--- src/rtl/mcu_ctrl_pkg.sv ---
// mcu_ctrl_pkg
// Shared definitions for the accumulator MCU sequencer: FSM state encoding,
// instruction field codes (mode / class / sub), status-register bit positions
// and the decoded-instruction record produced by mcu_ctrl_decode.
package mcu_ctrl_pkg;

    localparam int PSR_WIDTH = 2;
    localparam int PSR_Z_BIT = 0;
    localparam int PSR_C_BIT = 1;

    typedef enum logic [2:0] {
        FETCH   = 3'd0,
        DECODE  = 3'd1,
        OPFETCH = 3'd2,
        OPLATCH = 3'd3,
        MEMRD   = 3'd4,
        EXEC    = 3'd5,
        HALT    = 3'd6
    } state_t;

    // Instruction bits [7:6]
    localparam logic [1:0] MODE_IMPLIED  = 2'b00;
    localparam logic [1:0] MODE_IMM      = 2'b01;
    localparam logic [1:0] MODE_DIRECT   = 2'b10;
    localparam logic [1:0] MODE_INDIRECT = 2'b11;

    // Instruction bits [5:4]
    localparam logic [1:0] CLASS_ALU   = 2'b00;
    localparam logic [1:0] CLASS_STORE = 2'b01;
    localparam logic [1:0] CLASS_JUMP  = 2'b10;
    localparam logic [1:0] CLASS_SYS   = 2'b11;

    // Instruction bits [3:0]
    localparam logic [3:0] SUB_JMP  = 4'h0;
    localparam logic [3:0] SUB_JZ   = 4'h1;
    localparam logic [3:0] SUB_JC   = 4'h2;
    localparam logic [3:0] SUB_HALT = 4'hF;

    typedef struct packed {
        logic needs_operand;   // a second instruction byte follows
        logic needs_mem_read;  // ALU operand comes from data memory
        logic is_store;        // legal store (direct or indirect)
        logic is_jump;         // legal jump (immediate mode, known sub)
        logic is_halt;
        logic illegal;
    } dec_t;

endpackage

--- src/rtl/mcu_ctrl_decode.sv ---
// mcu_ctrl_decode
// Purely combinational instruction classifier.
// Ports:
//   inst : instruction word (mode [7:6], class [5:4], sub [3:0])
//   dec  : decoded attributes (see dec_t)
module mcu_ctrl_decode
    import mcu_ctrl_pkg::*;
#(
    parameter int INST_WIDTH = 8
) (
    input  logic [INST_WIDTH-1:0] inst,
    output dec_t                  dec
);

    logic [1:0] mode;
    logic [1:0] iclass;
    logic [3:0] sub;
    logic       mem_mode;
    logic       jump_sub_ok;

    assign mode   = inst[7:6];
    assign iclass = inst[5:4];
    assign sub    = inst[3:0];

    // Direct and indirect are the two modes that address data memory.
    assign mem_mode    = (mode == MODE_DIRECT) || (mode == MODE_INDIRECT);
    assign jump_sub_ok = (sub == SUB_JMP) || (sub == SUB_JZ) || (sub == SUB_JC);

    always_comb begin
        dec                = '0;
        dec.needs_operand  = (mode == MODE_IMM) || (mode == MODE_DIRECT);
        dec.needs_mem_read = (iclass == CLASS_ALU) && mem_mode;
        dec.is_store       = (iclass == CLASS_STORE) && mem_mode;
        dec.is_jump        = (iclass == CLASS_JUMP) && (mode == MODE_IMM) && jump_sub_ok;
        dec.is_halt        = (iclass == CLASS_SYS) && (sub == SUB_HALT);
        dec.illegal        = ((iclass == CLASS_STORE) && !mem_mode) ||
                             ((iclass == CLASS_JUMP) && !dec.is_jump);
    end

endmodule

--- src/rtl/mcu_ctrl.sv ---
// mcu_ctrl
// Fetch/decode/execute sequencer for the accumulator MCU. Owns the program
// counter and produces all register-bank and data-memory strobes.
// Ports:
//   clk, rst          : clock, asynchronous active-high reset
//   stall             : hold request, only honoured in FETCH
//   imem_data         : instruction memory read data (one cycle after address)
//   opcode            : opcode latched in the register bank
//   psr               : status flags (Z, C)
//   jmp_target        : latched immediate, used as jump destination
//   imem_addr         : instruction memory address (= pc)
//   opcode_update, imm_update, acc_update, psr_update : register-bank strobes
//   opb_sel           : ALU operand B, 0=imm 1=dmem data
//   dmem_addr_sel     : dmem address, 0=imm 1=acc
//   dmem_re, dmem_we  : data memory strobes
//   halted            : high in HALT
//   illegal           : one-cycle pulse for illegal mode/class combinations
module mcu_ctrl
    import mcu_ctrl_pkg::*;
#(
    parameter int PC_WIDTH   = 8,
    parameter int INST_WIDTH = 8
) (
    input  logic                  clk,
    input  logic                  rst,
    input  logic                  stall,
    input  logic [INST_WIDTH-1:0] imem_data,
    input  logic [INST_WIDTH-1:0] opcode,
    input  logic [PSR_WIDTH-1:0]  psr,
    input  logic [INST_WIDTH-1:0] jmp_target,
    output logic [PC_WIDTH-1:0]   imem_addr,
    output logic                  opcode_update,
    output logic                  imm_update,
    output logic                  acc_update,
    output logic                  psr_update,
    output logic                  opb_sel,
    output logic                  dmem_addr_sel,
    output logic                  dmem_re,
    output logic                  dmem_we,
    output logic                  halted,
    output logic                  illegal
);

    state_t              state_reg, state_next;
    logic [PC_WIDTH-1:0] pc_reg, pc_next;
    dec_t                dec_imem;
    dec_t                dec_op;
    logic                op_indirect;
    logic                op_alu;
    logic                jump_taken;
    logic                unused_dec_bits;

    // The fresh instruction word steers DECODE; the latched opcode steers
    // every later state of the same instruction.
    mcu_ctrl_decode #(.INST_WIDTH(INST_WIDTH)) u_dec_imem (
        .inst (imem_data),
        .dec  (dec_imem)
    );

    mcu_ctrl_decode #(.INST_WIDTH(INST_WIDTH)) u_dec_op (
        .inst (opcode),
        .dec  (dec_op)
    );

    assign unused_dec_bits = &{1'b0, dec_imem.is_store, dec_imem.is_jump,
                               dec_imem.is_halt, dec_imem.illegal,
                               dec_op.needs_operand};

    assign op_indirect = (opcode[7:6] == MODE_INDIRECT);
    assign op_alu      = (opcode[5:4] == CLASS_ALU);

    always_comb begin
        jump_taken = 1'b0;
        if (dec_op.is_jump) begin
            case (opcode[3:0])
                SUB_JMP: jump_taken = 1'b1;
                SUB_JZ:  jump_taken = psr[PSR_Z_BIT];
                SUB_JC:  jump_taken = psr[PSR_C_BIT];
                default: jump_taken = 1'b0;
            endcase
        end
    end

    always_ff @(posedge clk or posedge rst) begin
        if (rst) begin
            state_reg <= FETCH;
            pc_reg    <= '0;
        end else begin
            state_reg <= state_next;
            pc_reg    <= pc_next;
        end
    end

    always_comb begin
        state_next    = state_reg;
        pc_next       = pc_reg;
        opcode_update = 1'b0;
        imm_update    = 1'b0;
        acc_update    = 1'b0;
        psr_update    = 1'b0;
        opb_sel       = 1'b0;
        dmem_addr_sel = 1'b0;
        dmem_re       = 1'b0;
        dmem_we       = 1'b0;
        halted        = 1'b0;
        illegal       = 1'b0;

        case (state_reg)
            FETCH: begin
                if (!stall) begin
                    pc_next    = pc_reg + 1'b1;
                    state_next = DECODE;
                end
            end
            DECODE: begin
                opcode_update = 1'b1;
                // Direct ALU needs its operand byte before the memory read,
                // so needs_operand takes priority over needs_mem_read.
                if (dec_imem.needs_operand)
                    state_next = OPFETCH;
                else if (dec_imem.needs_mem_read)
                    state_next = MEMRD;
                else
                    state_next = EXEC;
            end
            OPFETCH: begin
                pc_next    = pc_reg + 1'b1;
                state_next = OPLATCH;
            end
            OPLATCH: begin
                imm_update = 1'b1;
                state_next = dec_op.needs_mem_read ? MEMRD : EXEC;
            end
            MEMRD: begin
                dmem_re       = 1'b1;
                dmem_addr_sel = op_indirect;
                state_next    = EXEC;
            end
            EXEC: begin
                state_next = dec_op.is_halt ? HALT : FETCH;
                illegal    = dec_op.illegal;
                if (op_alu) begin
                    acc_update = 1'b1;
                    psr_update = 1'b1;
                    opb_sel    = dec_op.needs_mem_read;
                end
                if (dec_op.is_store) begin
                    dmem_we       = 1'b1;
                    dmem_addr_sel = op_indirect;
                end
                if (jump_taken)
                    pc_next = jmp_target[PC_WIDTH-1:0];
            end
            HALT: begin
                halted = 1'b1;
            end
            default: begin
                state_next = FETCH;
            end
        endcase
    end

    assign imem_addr = pc_reg;

endmodule

--- config.mk ---
export PLATFORM = sky130hd
export DESIGN_NAME = mcu_ctrl
export DESIGN_NICKNAME = d
export VERILOG_FILES = /design/src/rtl/mcu_ctrl_pkg.sv /design/src/rtl/mcu_ctrl_decode.sv /design/src/rtl/mcu_ctrl.sv
export SDC_FILE = /design/constraint.sdc
export NUM_CORES = 1
export LEC_CHECK = 0
export ABC_CLOCK_PERIOD_IN_PS = 1400
export CORE_MARGIN = 2
export CORE_UTILIZATION = 32
export DETAILED_ROUTE_END_ITERATION = 7
export GPL_TIMING_DRIVEN = 0
export HOLD_SLACK_MARGIN = 0.05
export PLACE_DENSITY = 0.7
export SKIP_CTS_REPAIR_TIMING = 1
export SYNTH_ARGS = -nofsm -noshare
export SYNTH_HDL_FRONTEND = slang
export SYNTH_SLANG_ARGS = --single-unit
export TNS_END_PERCENT = 20
--- constraint.sdc ---
create_clock -name clk -period 1.4 [get_ports clk]
set_input_delay 0.42 -clock clk [delete_from_list [all_inputs] [get_ports clk]]
set_output_delay 0.42 -clock clk [all_outputs]
set_load 0.03 [all_outputs]
Yosys cells after proc, flatten, opt, wreduce, memory -nomap -nowiden:

Cells that the tools add are included.

* bits in registers: 11
* bits in latches: 0
* memory bits (writable): 0
* bits in read-only memories: 0
* bits of input ports: 29
* output and inout bits: 18
* word-level logic and storage cells: 71
* memories kept: 0

* $add $sub $neg: 1
* $mul: 0
* div/mod/pow operators: 0
* magnitude comparators: 0
* equal/unequal tests: 20
* shifts and indexed selects: 0
* muxes and demuxes: 24
* bitwise logic cells: 1
* reduce and logical (&&, ||, !) cells: 23

Operators by type and width (number)
* $pmux W8 S3: 1
* $pmux W3 S7: 1
* $mux W8: 2
* $mux W1: 15
* $eq A2 B2 Y1 const B: 6
* $eq A3 B3 Y1 const B: 3
* $mux W3: 3
* $add A8 B1 Y8 const B: 1
* $logic_and A1 B1 Y1: 8
* $eq A2 B1 Y1 const B: 3
* $eq A3 B2 Y1 const B: 2
* $logic_or A1 B1 Y1: 6
* $eq A4 B1 Y1 const B: 1
* $eq A4 B2 Y1 const B: 1
* $eq A4 B4 Y1 const B: 1
* $logic_not A2 Y1: 2
* $logic_not A4 Y1: 1
* $ne A2 B2 Y1 const B: 2
* $eq A3 B1 Y1 const B: 1
* $logic_not A3 Y1: 1
* $pmux W1 S3: 1
* $reduce_and A3 Y1: 1
* $reduce_bool A3 Y1: 1
* $logic_not A1 Y1: 2
* other kinds (3): 3

Longest topological paths before layout:

Gate-level depths: netlist of the first run.

* word-level depth: 8
* gate-level depth with buffers: 6
* depth with buffers taken out: 5

Cells and area by module:

A second synthesis of the first run with hierarchy kept.

* cells, all modules: 148
* area total of the unflattened synthesis: 1156.1 sq um

Modules (own cells, without submodules)
* mcu_ctrl: instances 1, cells an instance 110, area an instance 923.4 sq um, seq. area each 275.3 sq um
* mcu_ctrl_decode: instances 2, cells an instance 19, area an instance 116.4 sq um, seq. area each 0.0 sq um

Worst setup path before layout of the first run:

OpenSTA, ideal clock, no wires.

* path kind: reg-to-output
* start point: register state_reg[1]
* end point: output psr_update
* arrival time: 1.841 ns
* required time: 0.980 ns
* setup slack: -0.861 ns
* cell stages (with the launch flop): 5
* buffers on the path: 2
* path through: dfrtp_1 > buf_4 > nand3b_1 > nor3_1 > buf_4

* cells in the longest elaborated chain, start to end: 2

RTL lines
* from (decl): RTL line mcu_ctrl.sv:44 `state_t state_reg, state_next;`
* from (signal assigned): RTL line mcu_ctrl.sv:89 `state_reg <= state_next;`
* $eq A3 B3 Y1
* $mux W1
* to (decl): RTL line mcu_ctrl.sv:35 `output logic psr_update,`

Every way passes these cells.

Final worst setup path of the first run:

* start point: register state_reg[1]
* end point: output psr_update

* cells in the longest elaborated chain, start to end: 2

RTL lines
* $eq A3 B3 Y1: RTL line mcu_ctrl.sv:108 `case (state_reg)`
* $mux W1: RTL line mcu_ctrl.sv:108

Every way passes these cells.

==> out/summary.txt, run 1 <==
status: finished with violations
failing checks: setup timing
vias in the first global route: 962
Mapped Area: 902 um^2
Finish-stage setup viols: 20
Antenna Nets Post-Route: 0
initial antenna violation count: 0
critical path class: flop to output port
Crit path max-delay family: buffers and inverters
Ports: 47
switching share of power: 49.8%
clock slew at reported path FFs: 0.08 ns
CP Data Arrival Time: 1.47 ns
die area: 0.00326 mm^2
fillcell total: 278
wirelength, routed: 2.52 mm
H-tree level count: 1
CTS tree: built
Die Height: 57.1 um
Post-Syn Area per Cell: 7.98 um^2
Tcrit/Tclk final: 135%
worst min path class: input pin to async pin
Reg power frac: 24.3%
RSZ-0062 raised after global routing: yes
n_diodes: 0
first-pass GRT wire length: 4.03 mm
total CTS buffers: 3
Area Overhead vs Synth: 64.1%
Final Hold Fails: 0
max-slew violations: 0
Initial Util: 33.3%
hpwl dp: 1.94 mm
Syn Nets: 145
Crit path top cell by count: buf_6
synth warn: 0
routed vias: 1033
internal power: 1.30 mW
CP Cell Sequence: buf_6, nand3b_1, buf_6, nor3_4, buf_4, buf_6
number of max-cap violations: 0
most frequent cells in the layout: nand2_1 (16), clkdlybuf4s50_1 (16), buf_4 (11), nor2_1 (11), dfrtp_1 (9)
fin nets: 197
critical path capture point type: output port
slack of the critical path: -0.494 ns
Setup TNS: -5.98 ns
power per cell area: 1750 mW/mm^2
gr usage total: 15.4%
startpoint types: flop
DR WL/cell: 12.9 um
Seq/Total Area, Yosys: 30.5%
Highest Clock Rate: 528 MHz
Comb pwr share: 67.2%
Starting DRT DRC Count: 11
Core ar.: 0.00271 mm^2
Initial DRT Pass Iterations: 4
layout cells sized above 1: 31.1%
vias per cell: 5.30
Leakage: 0.712 nW
DRC viols: 0
Worst path max stage delay: 0.38 ns
worst-skew pair later-pin latency: 0.27 ns
Rows: 19
clk sink count: 11
clock root buffer: clkbuf_4
hold slack: 0.433 ns
largest net degree at the start of global routing: 12
Worst path slowest cell: dfrtp_1
Psw: 1.29 mW
#FFs+latches synth: 11
RePlAce Congestion: 0.838
Worst slew margin: 72.1%
Final min period: 1.89 ns
final core occ: 54.6%
Crit Path Max Fanout: 7
Worst-Margin Slew: 0.417 ns
VDD IR max: 0.00115 V
Die X: 57.1 um
WP buf/inv: 4
Bufs on Longest Clock Path: 2
clock power share: 8.5%
max reg flops: 8
Synth cell types: 38
post-synthesis cell count: 113
final std cells w/o fill: 195
GRT overflow: 0
Clock Skews: 0.00182 ns
worst path required time: 0.98 ns
placed cells: 186
Port Buffers: 42
-- synthesized netlist by cell type --
master / n / area [um^2]
a211oi_1: 2 / 15.0
a21oi_1: 2 / 10.0
a22oi_1: 1 / 7.51
a31oi_1: 2 / 12.5
a32o_1: 6 / 60.1
and3_1: 1 / 6.26
and3b_1: 1 / 8.76
and4_1: 1 / 8.76
buf_2: 4 / 20.0
buf_4: 2 / 15.0
dfrtp_1: 11 / 275
ha_1: 3 / 37.5
inv_1: 6 / 22.5
inv_2: 1 / 3.75
mux2_2: 1 / 11.3
nand2_1: 17 / 63.8
nand2b_1: 4 / 25.0
nand3_1: 3 / 15.0
nand3b_1: 1 / 7.51
nand4_1: 4 / 25.0
nand4_2: 1 / 12.5
nand4b_1: 1 / 8.76
nor2_1: 11 / 41.3
nor2b_1: 1 / 6.26
nor3_1: 7 / 35.0
nor3b_1: 1 / 7.51
nor4b_1: 2 / 17.5
nor4b_4: 1 / 23.8
o211a_1: 1 / 10.0
o211ai_1: 1 / 7.51
o21ai_0: 6 / 30.0
o21ai_2: 1 / 8.76
o22ai_1: 1 / 6.26
o31ai_1: 1 / 7.51
o41ai_1: 1 / 8.76
or2_0: 1 / 6.26
or2b_1: 1 / 7.51
or3_1: 1 / 6.26
-- worst paths after layout --
check / startpoint / endpoint / slack [ns] / cells past startpoint
worst max-delay path: state_reg[1] / psr_update / -0.49 / 6
worst min-delay path: rst / state_reg[2] / 0.43 / 2
worst max register to register: state_reg[1] / imem_addr[3] / -0.34 / 7
worst min register to register: imem_addr[7] / imem_addr[7] / 0.55 / 1
max in group asynchronous: rst / imem_addr[2] / 0.66 / 2
min in group clk: imem_addr[7] / imem_addr[7] / 0.55 / 1
-- through the flow --
step / power (mW) / cell area (um^2) / setup slack [ns]
final: 2.60 / 1480 / -0.494
after global routing: 2.81 / 1480 / -0.565
after CTS: 2.55 / 1410 / -1.36
after detailed placement: 2.32 / 1390 / -1.24
after global placement: 2.29 / 1390 / -1.22
after floorplan: 1.72 / 927 / -0.467
-- power groups by stage --
stage,clock (mW),sequential [mW],combinational [mW]
after global routing,0.247,0.666,1.89
after detailed placement,0,0.630,1.69
after global placement,0,0.615,1.67
final,0.221,0.631,1.75
after CTS,0.226,0.622,1.70
after floorplan,0,0.813,0.905
-- layer usage --
metal	part of all wire (%)	track usage, %
met5	0	0
met4	0.44	4.98
met3	8.6	3.17
met2	49	27.4
met1	42	18.4
-- cells by family after synthesis --
kind of cell	synth area share, %
AOI/OAI and AO/OA	20.4
muxes	1.25
DFF	30.5
buffers and inverters	6.80
adders and majority gates	4.16
and+or+nand+nor	36.9
-- final cells by class --
type,instances,area (um^2),area share (%)
clock buffer,3,22.5,1.52
timing repair buffer,47,419,28.3
tap,31,38.8,2.62
multi-input combinational,89,647,43.7
clock inverter,1,5.00,0.338
inverter,7,26.3,1.78
buffer,6,43.8,2.96
sequential,11,278,18.8
No activity file was read; power rests on OpenSTA's default activity.
==> inputs of run 2 (changes only) <==
- CELL_PAD_IN_SITES_DETAIL_PLACEMENT: not set -> 0
- CELL_PAD_IN_SITES_GLOBAL_PLACEMENT: not set -> 1
- CORE_UTILIZATION: 32 -> 24
- PLACE_DENSITY: 0.7 -> not set
- PLACE_DENSITY_LB_ADDON: not set -> 0.1
==> out/summary.txt, run 2 (same netlist as run 1, synthesis figures left out) <==
status: finished with violations
failing checks: setup timing
routed vias: 1037
number of max-cap violations: 0
Reg2Reg Depth: 5
Initial DRT Pass Iterations: 4
CTS tree: built
max reg flops: 8
Initial Util: 24.8%
Highest Clock Rate: 541 MHz
total CTS buffers: 3
hpwl dp: 2.04 mm
Bufs on Longest Clock Path: 2
vias in the first global route: 987
gr usage total: 12.9%
Area Overhead vs Synth: 79.8%
worst min path class: input pin to async pin
Most Crowded Layer GR: met2
Leakage: 0.775 nW
Final min period: 1.85 ns
Die Height: 65.3 um
max-slew violations: 0
Crit Path Max Fanout: 8
initial antenna violation count: 0
hold slack: 0.481 ns
most frequent cells in the layout: nand2_1 (16), clkdlybuf4s50_1 (16), buf_4 (11)
worst path required time: 0.98 ns
GRT overflow: 0
RePlAce Congestion: 0.820
VDD IR max: 0.000422 V
final core occ: 44.6%
layout cells sized above 1: 33.9%
met3 Use GR: 2.05%
Finish-stage setup viols: 20
clock slew at reported path FFs: 0.05 ns
first-pass GRT wire length: 4.33 mm
H-tree level count: 1
placed cells: 203
Tcrit/Tclk final: 132%
Placed Instance Area: 0.00141 mm^2
Starting DRT DRC Count: 55
DR WL/cell: 13.0 um
CP Data Arrival Time: 1.43 ns
Final Instance Area: 0.00162 mm^2
Worst-Margin Slew: 0.446 ns
DRC viols: 0
critical path class: flop to output port
fin nets: 201
vias per cell: 4.80
final std cells w/o fill: 216
Worst slew margin: 70.2%
wirelength, routed: 2.81 mm
Clock Skews: 0.00204 ns
clk sink count: 11
worst-skew pair later-pin latency: 0.23 ns
n_diodes: 0
Rows: 22
met1 Use GR: 16.3%
startpoint types: flop
Port Buffers: 42
GR Util met2: 21.2%
Antenna Nets Post-Route: 0
die area: 0.00427 mm^2
critical path capture point type: output port
largest net degree at the start of global routing: 12
RSZ-0062 raised after global routing: yes
Ports: 47
clock root buffer: clkbuf_8
slack of the critical path: -0.448 ns
Final Hold Fails: 0
Die X: 65.3 um
dpl ws: -1.21 ns
Core ar.: 0.00363 mm^2
power per cell area: 1740 mW/mm^2
run 2: cell types whose count changed in the layout (fill, tap and decap cells not counted), moves of 2 or more:
| cell | before | now |
|---|---|---|
| buf_6 | 4 | 10 |
| clkbuf_4 | 5 | 0 |
| clkbuf_8 | 0 | 3 |
| nor2_1 | 11 | 9 |
| nor4b_2 | 2 | 0 |
| nor4b_4 | 1 | 3 |
run 2: worst max-delay path, cell delays in order (launching register included):
cell and delay (ns):
dfrtp_1 0.37, buf_6 0.13, nand3b_1 0.17, buf_6 0.16, nor3_4 0.12, buf_4 0.13
buf_6 0.12
run 2: worst paths after layout:
kind	end	slack, ns	from
worst max register to register	imem_addr[1]	-0.26	state_reg[1]
worst max-delay path	psr_update	-0.45	state_reg[1]
max in group asynchronous	imem_addr[2]	0.60	rst
worst min register to register	imem_addr[7]	0.54	imem_addr[7]
min in group clk	imem_addr[7]	0.54	imem_addr[7]
worst min-delay path	imem_addr[4]	0.48	rst
run 2: final cells by class:
class,instances,area (um^2)
clock buffer,4,45.0
buffer,6,45.0
tap,48,60.1
sequential,11,277
multi-input combinational,89,688
inverter,7,26.3
timing repair buffer,51,480
fill,395,2010
run 2: routing by layer:
layer	wire length (um)	up-vias	share of wire, %
met5	0	-	0
met4	16	0	0.57
met3	167	2	5.9
met2	1400	32	50
met1	1230	478	44
li1	-	525	-
run 2: per-stage QoR:
step	total power, mW	TNS (ns)
floorplan	1.72	-3.41
global placement	2.33	-16.56
detailed placement	2.35	-16.80
CTS	2.67	-18.52
global route	3.04	-6.89
finish	2.83	-5.53
run 2: where the power goes:
part / internal [mW] / leakage, nW / switching [mW]
registers: 0.478 / 0.132 / 0.150
logic: 0.807 / 0.620 / 1.08
clock network: 0.199 / 0.0228 / 0.112
total: 1.48 / 0.775 / 1.34
==> inputs of run 3 (changes only) <==
- GPL_TIMING_DRIVEN: 0 -> not set
==> out/summary.txt, run 3 (same netlist as run 1, synthesis figures left out) <==
layout cells sized above 1: 42.4%
slack of the critical path: -0.293 ns
Worst slew margin: 70.4%
wirelength, routed: 2.81 mm
status: finished with violations
Rows: 22
routed vias: 1093
Antenna Nets Post-Route: 0
Worst path max stage delay: 0.29 ns
CP Data Arrival Time: 1.27 ns
number of max-cap violations: 0
startpoint types: input pin
H-tree level count: 1
commonest non-fill, non-tap cell in the layout: buf_4
final std cells w/o fill: 225
CP Cell Sequence: buf_8, nor4b_4, nand2_1, a21oi_2, nor2_1, buf_4
critical path class: input pin to output port
die area: 0.00427 mm^2
Ports: 47
vias per cell: 4.86
failing checks: setup timing
GRT overflow: 0
Starting DRT DRC Count: 46
Initial Util: 24.8%
Worst-Margin Slew: 0.443 ns
CTS tree: built
hold slack: 0.492 ns
worst min path class: input pin to async pin
Port Buffers: 42
Finish-stage setup viols: 20
largest net degree at the start of global routing: 12
Clock Skews: 0.00456 ns
Initial DRT Pass Iterations: 3
Final Hold Fails: 0
Tcrit/Tclk final: 121%
VDD IR max: 0.000487 V
RSZ-0062 raised after global routing: yes
hpwl dp: 2.25 mm
Area Overhead vs Synth: 86.5%
Final Power: 3.01 mW
Core ar.: 0.00363 mm^2
most frequent cells in the layout: buf_4 (35), nand2_1 (16), clkdlybuf4s50_1 (16)
gr usage total: 13.8%
routed length on met2: 1.40 mm
clock slew at reported path FFs: 0.05 ns
fin nets: 210
clk sink count: 11
first-pass GRT wire length: 4.53 mm
Worst path slowest cell: nor4b_4
DRC viols: 0
Die X: 65.3 um
n_diodes: 0
Highest Clock Rate: 591 MHz
initial antenna violation count: 0
DR top layer: met4
total CTS buffers: 3
Final min period: 1.69 ns
Leakage: 0.778 nW
Die Height: 65.3 um
DR WL/cell: 12.5 um
vias in the first global route: 1038
placed cells: 218
RePlAce Congestion: 0.792
clock root buffer: clkbuf_8
power per cell area: 1790 mW/mm^2
critical path capture point type: output port
max-slew violations: 0
max reg flops: 8
Bufs on Longest Clock Path: 2
Crit Path Max Fanout: 3
worst path required time: 0.98 ns
M1 WL: 1.20 mm
met3 WL post-DR: 136 um
worst-skew pair later-pin latency: 0.23 ns
==> run 3: cell types whose count changed in the layout (fill, tap and decap cells not counted), sizes merged <==
| cell | delta |
|---|---|
| buf | +20 |
| clkinv | +1 |
| dlymetal6s2s | -4 |
| clkbuf | -8 |
==> run 3: power breakdown <==
group / leakage [nW] / total [mW] / switching (mW) / internal [mW]
clock network: 0.0255 / 0.312 / 0.116 / 0.195
registers: 0.132 / 0.651 / 0.172 / 0.478
logic: 0.621 / 2.05 / 1.08 / 0.976
total: 0.778 / 3.01 / 1.36 / 1.65
==> run 3: routing by layer <==
metal | track usage [%] | up-vias
li1 | - | 545
met1 | 17.4 | 507
met2 | 22.7 | 35
met3 | 1.20 | 6
met4 | 8.33 | 0
met5 | 0 | -
==> run 3: per-stage QoR <==
step	area, um^2	setup slack, ns	setup TNS, ns	utilization (%)
after floorplan	927	-0.467	-3.41	-
after global placement	1480	-0.746	-9.68	40.8
after detailed placement	1480	-0.804	-10.28	40.8
after CTS	1530	-0.712	-8.60	42.0
after global routing	1680	-0.354	-5.58	46.3
final	1680	-0.293	-4.01	46.3
==> run 3: path summary, 6_finish.rpt <==
check / start / end / slack [ns] / cells after the start
max in group asynchronous: rst / state_reg[2] / 0.58 / 2
min in group clk: imem_addr[7] / imem_addr[7] / 0.56 / 1
min: rst / state_reg[2] / 0.49 / 2
min reg2reg: imem_addr[7] / imem_addr[7] / 0.56 / 1
max reg2reg: state_reg[1] / imem_addr[1] / -0.22 / 5
max: opcode[2] / illegal / -0.29 / 6
==> run 3: final cells by class <==
| type | instances | area (um^2) |
|---|---|---|
| Timing Repair Buffer | 66 | 594 |
| Inverter | 7 | 26.3 |
| Clock buffer | 3 | 41.3 |
| Tap cell | 48 | 60.1 |
| Sequential cell | 11 | 277 |
| Multi-Input combinational cell | 89 | 679 |
| Clock inverter | 1 | 5.00 |
| Fill cell | 374 | 1950 |
==> run 3: critical path: cells and delay by family <==
family | cells | cell delay [ns]
compound gates | 1 | 0.14
simple gates | 3 | 0.44
buf+inv | 2 | 0.26
